**src/rtl/fetch_stage_pkg.sv**
```systemverilog
// Shared types and constants for the instruction-fetch stage.
package fetch_stage_pkg;

   localparam logic [31:0] NOP_INSTR = 32'h0000_0013;

   typedef enum logic [1:0] {
      FS_IDLE = 2'd0,
      FS_WAIT = 2'd1,
      FS_HOLD = 2'd2
   } fs_state_t;

endpackage

```
**src/rtl/fetch_hold_buf.sv**
```systemverilog
// One-entry buffer that parks a returned instruction and its PC while
// decode is stalled. Clear has priority over load.
module fetch_hold_buf
   import fetch_stage_pkg::*;
#(
   parameter int XLEN = 32
) (
   input  logic            clk,
   input  logic            rst,
   input  logic            load,
   input  logic            clear,
   input  logic [XLEN-1:0] wr_instr,
   input  logic [XLEN-1:0] wr_pc,
   output logic [XLEN-1:0] instr,
   output logic [XLEN-1:0] pc,
   output logic            valid
);

   always_ff @(posedge clk or posedge rst) begin
      if (rst) begin
         valid <= 1'b0;
         instr <= XLEN'(NOP_INSTR);
         pc    <= '0;
      end else if (clear) begin
         valid <= 1'b0;
      end else if (load) begin
         valid <= 1'b1;
         instr <= wr_instr;
         pc    <= wr_pc;
      end
   end

endmodule

```
**src/rtl/fetch_stage.sv**
```systemverilog
// Instruction-fetch stage: PC, single-outstanding imem handshake, hold
// buffer and the if2id pipeline register.
//
// state   | meaning
// FS_IDLE | request presented at PC, waiting for grant
// FS_WAIT | one request outstanding, waiting for rvalid (stale => drop it)
// FS_HOLD | returned word parked in hold buffer until stalls clear
module fetch_stage
   import fetch_stage_pkg::*;
#(
   parameter int              XLEN     = 32,
   parameter logic [XLEN-1:0] RESET_PC = '0
) (
   input  logic            Clk,
   input  logic            Rst,
   input  logic            Stall_if,
   input  logic            Stall_id,
   input  logic            Redirect,
   input  logic [XLEN-1:0] Redirect_pc,
   output logic            Imem_req,
   output logic [XLEN-1:0] Imem_addr,
   input  logic            Imem_gnt,
   input  logic            Imem_rvalid,
   input  logic [XLEN-1:0] Imem_rdata,
   output logic [XLEN-1:0] Instr_if2id,
   output logic [XLEN-1:0] Pc_if2id,
   output logic            Valid_if2id
);

   fs_state_t       state, state_nxt;
   logic            stale, stale_nxt;
   logic [XLEN-1:0] pc;

   logic            no_stall;
   logic            rsp_take;
   logic            deliver_rsp;
   logic            hold_load;
   logic            deliver_hold;
   logic            deliver;
   logic [XLEN-1:0] deliver_instr;
   logic [XLEN-1:0] deliver_pc;
   logic [XLEN-1:0] hold_instr;
   logic [XLEN-1:0] hold_pc;
   logic            hold_valid;

   assign no_stall      = !Stall_if && !Stall_id;
   // A response that arrives alongside a redirect belongs to the old path.
   assign rsp_take      = (state == FS_WAIT) && Imem_rvalid && !stale && !Redirect;
   assign deliver_rsp   = rsp_take && no_stall;
   assign hold_load     = rsp_take && !no_stall;
   assign deliver_hold  = (state == FS_HOLD) && hold_valid && !Redirect && no_stall;
   assign deliver       = deliver_rsp || deliver_hold;
   assign deliver_instr = deliver_hold ? hold_instr : Imem_rdata;
   assign deliver_pc    = deliver_hold ? hold_pc : pc;

   fetch_hold_buf #(.XLEN(XLEN)) u_hold_buf (
      .clk      (Clk),
      .rst      (Rst),
      .load     (hold_load),
      .clear    (Redirect || deliver_hold),
      .wr_instr (Imem_rdata),
      .wr_pc    (pc),
      .instr    (hold_instr),
      .pc       (hold_pc),
      .valid    (hold_valid)
   );

   always_ff @(posedge Clk or posedge Rst) begin
      if (Rst) begin
         state <= FS_IDLE;
         stale <= 1'b0;
      end else begin
         state <= state_nxt;
         stale <= stale_nxt;
      end
   end

   always_comb begin
      state_nxt = state;
      stale_nxt = stale;
      case (state)
         FS_IDLE: begin
            if (Imem_gnt) begin
               state_nxt = FS_WAIT;
               stale_nxt = Redirect;
            end
         end
         FS_WAIT: begin
            if (Imem_rvalid) begin
               state_nxt = hold_load ? FS_HOLD : FS_IDLE;
               stale_nxt = 1'b0;
            end else if (Redirect) begin
               stale_nxt = 1'b1;
            end
         end
         FS_HOLD: begin
            if (Redirect || deliver_hold || !hold_valid) state_nxt = FS_IDLE;
         end
         default: begin
            state_nxt = FS_IDLE;
            stale_nxt = 1'b0;
         end
      endcase
   end

   always_comb begin
      Imem_req  = (state == FS_IDLE) && !Rst;
      Imem_addr = pc;
   end

   always_ff @(posedge Clk or posedge Rst) begin
      if (Rst) begin
         pc <= RESET_PC;
      end else if (Redirect) begin
         pc <= Redirect_pc & ~XLEN'(3);
      end else if (deliver) begin
         pc <= pc + XLEN'(4);
      end
   end

   always_ff @(posedge Clk or posedge Rst) begin
      if (Rst) begin
         Instr_if2id <= XLEN'(NOP_INSTR);
         Pc_if2id    <= '0;
         Valid_if2id <= 1'b0;
      end else if (Redirect) begin
         Instr_if2id <= XLEN'(NOP_INSTR);
         Valid_if2id <= 1'b0;
      end else if (!Stall_id) begin
         if (!Stall_if && deliver) begin
            Instr_if2id <= deliver_instr;
            Pc_if2id    <= deliver_pc;
            Valid_if2id <= 1'b1;
         end else begin
            Instr_if2id <= XLEN'(NOP_INSTR);
            Valid_if2id <= 1'b0;
         end
      end
   end

endmodule

```
**config.mk**
```make
export PLATFORM = sky130hd
export DESIGN_NAME = fetch_stage
export DESIGN_NICKNAME = d
export VERILOG_FILES = /design/src/rtl/fetch_stage_pkg.sv /design/src/rtl/fetch_hold_buf.sv /design/src/rtl/fetch_stage.sv
export SDC_FILE = /design/constraint.sdc
export NUM_CORES = 1
export LEC_CHECK = 0
export ABC_CLOCK_PERIOD_IN_PS = 14500
export CAP_MARGIN = 20
export CORE_UTILIZATION = 35
export CTS_CLUSTER_DIAMETER = 60
export DETAILED_ROUTE_END_ITERATION = 6
export PLACE_DENSITY = 0.6
export SKIP_LAST_GASP = 1
export SLEW_MARGIN = 5
export SYNTH_ARGS = -nofsm -noshare
export SYNTH_HDL_FRONTEND = slang
export SYNTH_SLANG_ARGS = --single-unit
```
**constraint.sdc**
```tcl
create_clock -name Clk -period 14.5 [get_ports Clk]
set_clock_uncertainty 0.2 [all_clocks]
set_input_delay 4.35 -clock Clk [delete_from_list [all_inputs] [get_ports Clk]]
set_output_delay 4.35 -clock Clk [all_outputs]
set_load 0.005 [all_outputs]
```
==> impl_metrics.py <==
metrics = {
    "run_status": {
        "outcome": "finished, final reports clean",
    },
    "clocking": {
        "clock_sinks": 159,
        "postCtsHoldBufs": 0,
        "cts-htree-levels": 4,
        "cts_root_buffer": "clkbuf_16",
        "cts_resized": 0,
        "clock_latency_ps": 420,
        "clockBufferDepth": 2,
        "cts_tree": "built",
        "postCtsSetupBuffers": 0,
        "cts-buffers-inserted": 17,
        "path_clk_slew_ps": 60,
    },
    "critical_path": {
        "ff2ff_path_depth": 5,
        "cp_common_cell": "clkdlybuf4s50_1",
        "path_class": "primary input to output pin",
        "cp-end-kind": "output pin",
        "worst-path-max-fanout": 2,
        "r2r_start": "state[0]",
        "critPathSlowestCell": "clkdlybuf4s50_1",
        "ff2ff_setup_slack_ps": 11490,
        "cp_data_required_time_ps": 9950,
        "arrival_ps": 5550,
        "cp-start-kind": "primary input",
        "worstPathCellList": "clkdlybuf4s50_1, nor3_1, clkdlybuf4s50_1",
        "startpoint": "Rst",
        "r2r-end": "Imem_addr[7]",
        "slowest_delay_ps": 540,
    },
    "detailed_routing": {
        "wl_mm": 19.0,
        "ant_nets": 0,
        "first_pass_iters": 4,
        "vias": 5505,
        "drt_iter0_markers": 258,
        "drc": 0,
        "avgRoutedWirePerCell_microns": 17.4,
        "vias_per_cell": 5.02,
    },
    "place": {
        "gp_congestion": 0.736,
        "io_buffers": 162,
        "hpwl_mm": 12.2,
        "place_area_sq_um": 9120,
    },
    "yosys": {
        "synth_compound_gate_area_share_pct": 14.0,
        "synthCells": 670,
        "syn-cell-area_sq_um": 7280,
        "ys_types": 55,
        "yosys_warnings": 0,
        "synthTopCellsByCount": "153 x dfrtp_1, 127 x nand2_1, 59 x mux2_2",
        "netlist_top_cells_area": "dfrtp_1 53%, mux2_2 9.1%, nand2_1 6.5%",
        "seq_area_frac_synth_pct": 54.8,
        "yosysTopAreaCellShare_pct": 52.6,
        "synth_most_common_cell": "dfrtp_1",
        "synth-edff-count": 0,
        "synthFlopType": "dfrtp_1",
        "async_flop_share_pct": 100,
        "synth_seq_cells": 159,
        "synth-simple-area-share_pct": 13.5,
        "synthMuxAreaShare_pct": 12.8,
        "netlist.top_cell.by_area": "dfrtp_1",
        "synth_fa_ha_area_share_pct": 0.172,
        "synthXorXnorAreaFrac_pct": 1.08,
        "synth.avg_cell_area_sq_um": 10.9,
        "synth_top_family_by_area": "compound AO/OA/AOI/OAI gates",
    },
    "global_route": {
        "grt_pass1_wl_mm": 30.7,
        "track_usage_pct": 18.5,
        "grt_max_degree": 94,
        "grt_overflow": 0,
        "antenna_found_initial": 1,
        "grt_pass1_vias": 5578,
    },
    "layout": {
        "fin_nets": 887,
        "design_area_sq_um": 9700,
        "area_delta_synth_final_pct": 33.3,
        "drive_above_1_share_pct": 14.5,
    },
    "timing": {
        "setup_viol": 0,
        "final.setup.tns_ps": 0,
        "finalHoldViolations": 0,
        "drv_slew": 0,
        "rsz0062_at_grt": "false",
        "fin_crit_ps": 10100,
        "tightest_slew_ps": 1000,
        "finalCritPeriodShare_pct": 69.7,
        "fmax_mhz": 99.0,
        "max_slew_margin_pct": 32.9,
    },
    "die": {
        "rows": 52,
        "die_y_microns": 146,
        "die_area_sq_um": 21400,
        "initial_utilization_pct": 35.9,
        "ioPinCount": 169,
        "core_sq_um": 20300,
        "die_w_microns": 146,
    },
    "worst_hold_path": {
        "hold_start": "Instr_if2id[7]",
        "hp-class": "register to register",
        "worstHoldEndpoint": "Instr_if2id[7]",
        "whs_path_depth": 2,
    },
    "power_and_ir_drop": {
        "power_leakage_nw": 4.19,
        "finalPower_mw": 1.37,
        "power-per-cell-area_nw_per_um2": 141,
        "ir_worst_vdd_mv": 0.0814,
    },
    "run": {
        "cap_violations": 0,
    },
}
## where the power goes
part           internal [mW]  switching [mW]  leakage (nW)  total, mW
registers              0.575          0.0775          2.00      0.652
clock network          0.266           0.180         0.290      0.446
logic                  0.173          0.0947          1.90      0.268
## flip-flops by register name (all words and copies together) (netlist names)
signal	cells
Instr_if2id	32
u_hold_buf.instr	32
Imem_addr	30
Pc_if2id	30
u_hold_buf.pc	30
state	2
Valid_if2id	1
stale	1
u_hold_buf.valid	1
## cell type report
class | count | area [sq um]
fill | 1931 | 10600
clock buffer | 21 | 470
sequential | 159 | 3990
clock inverter | 9 | 106
tap | 270 | 338
multi-input combinational | 456 | 3070
inverter | 11 | 46.3
timing repair buffer | 170 | 1680
antenna | 1 | 2.50
## critical path, delay by kind of cell
family / cells / cell delay [ps]
buffers and inverters: 2 / 1030
and+or+nand+nor: 1 / 180
## routing by layer
layer	wire length [microns]	global-route usage, %	vias to the layer above
met5	0	0	-
met4	237	6.04	0
met3	808	4.22	15
met2	8870	28.9	118
met1	9130	25.2	2694
li1	-	-	2678
## cell usage in the layout, fill, tap and decap left out, drive strengths merged, types with 5 or more instances in the layout
master	synthesis	final
inv	11	14
nand2	127	127
xnor2	6	6
a221o	8	8
dfrtp	153	153
nor4	5	5
a21oi	14	14
nand4	7	7
dfstp	6	6
o21ai	55	55
mux2i	27	27
nand3	12	12
and3	8	8
mux2	59	59
buf	23	9
a22oi	34	34
clkbuf	24	21
a211oi	5	5
clkdlybuf4s50	0	161
nor3	7	7
nor2	26	26
## worst max path at each step
| stage | endpoint | slack (ps) | cells past startpoint |
|---|---|---|---|
| after floorplan | Imem_req | 5440 | 1 |
| after global placement | Imem_req | 4420 | 3 |
| after detailed placement | Imem_req | 4400 | 3 |
| after CTS | Imem_req | 4380 | 3 |
| after global routing | Imem_req | 4350 | 3 |
| final | Imem_req | 4400 | 3 |
## cells by family (layout without fill, tap and decap cells)
logic type,Yosys count,in the layout
buffers and inverters,58,211
flip-flops,159,159
AO/OA/AOI/OAI,145,145
other,1,5
XOR/XNOR,9,9
adder cells (fa/ha/maj),1,1
AND/OR/NAND/NOR,211,211
multiplexers,86,86
## through the flow
| stage | instances | setup slack (ps) | hold WS (ps) | util, % |
|---|---|---|---|---|
| after detailed placement | 1066 | 4400 | 256 | 44.9 |
| after global routing | 1097 | 4350 | 281 | 47.8 |
| after CTS | 1096 | 4380 | 270 | 47.8 |
| after global placement | 1065 | 4420 | 249 | 44.9 |
| final | 1097 | 4400 | 264 | 47.8 |
| after floorplan | 673 | 5440 | 250 | - |
Power figures use the tool's default switching activity.
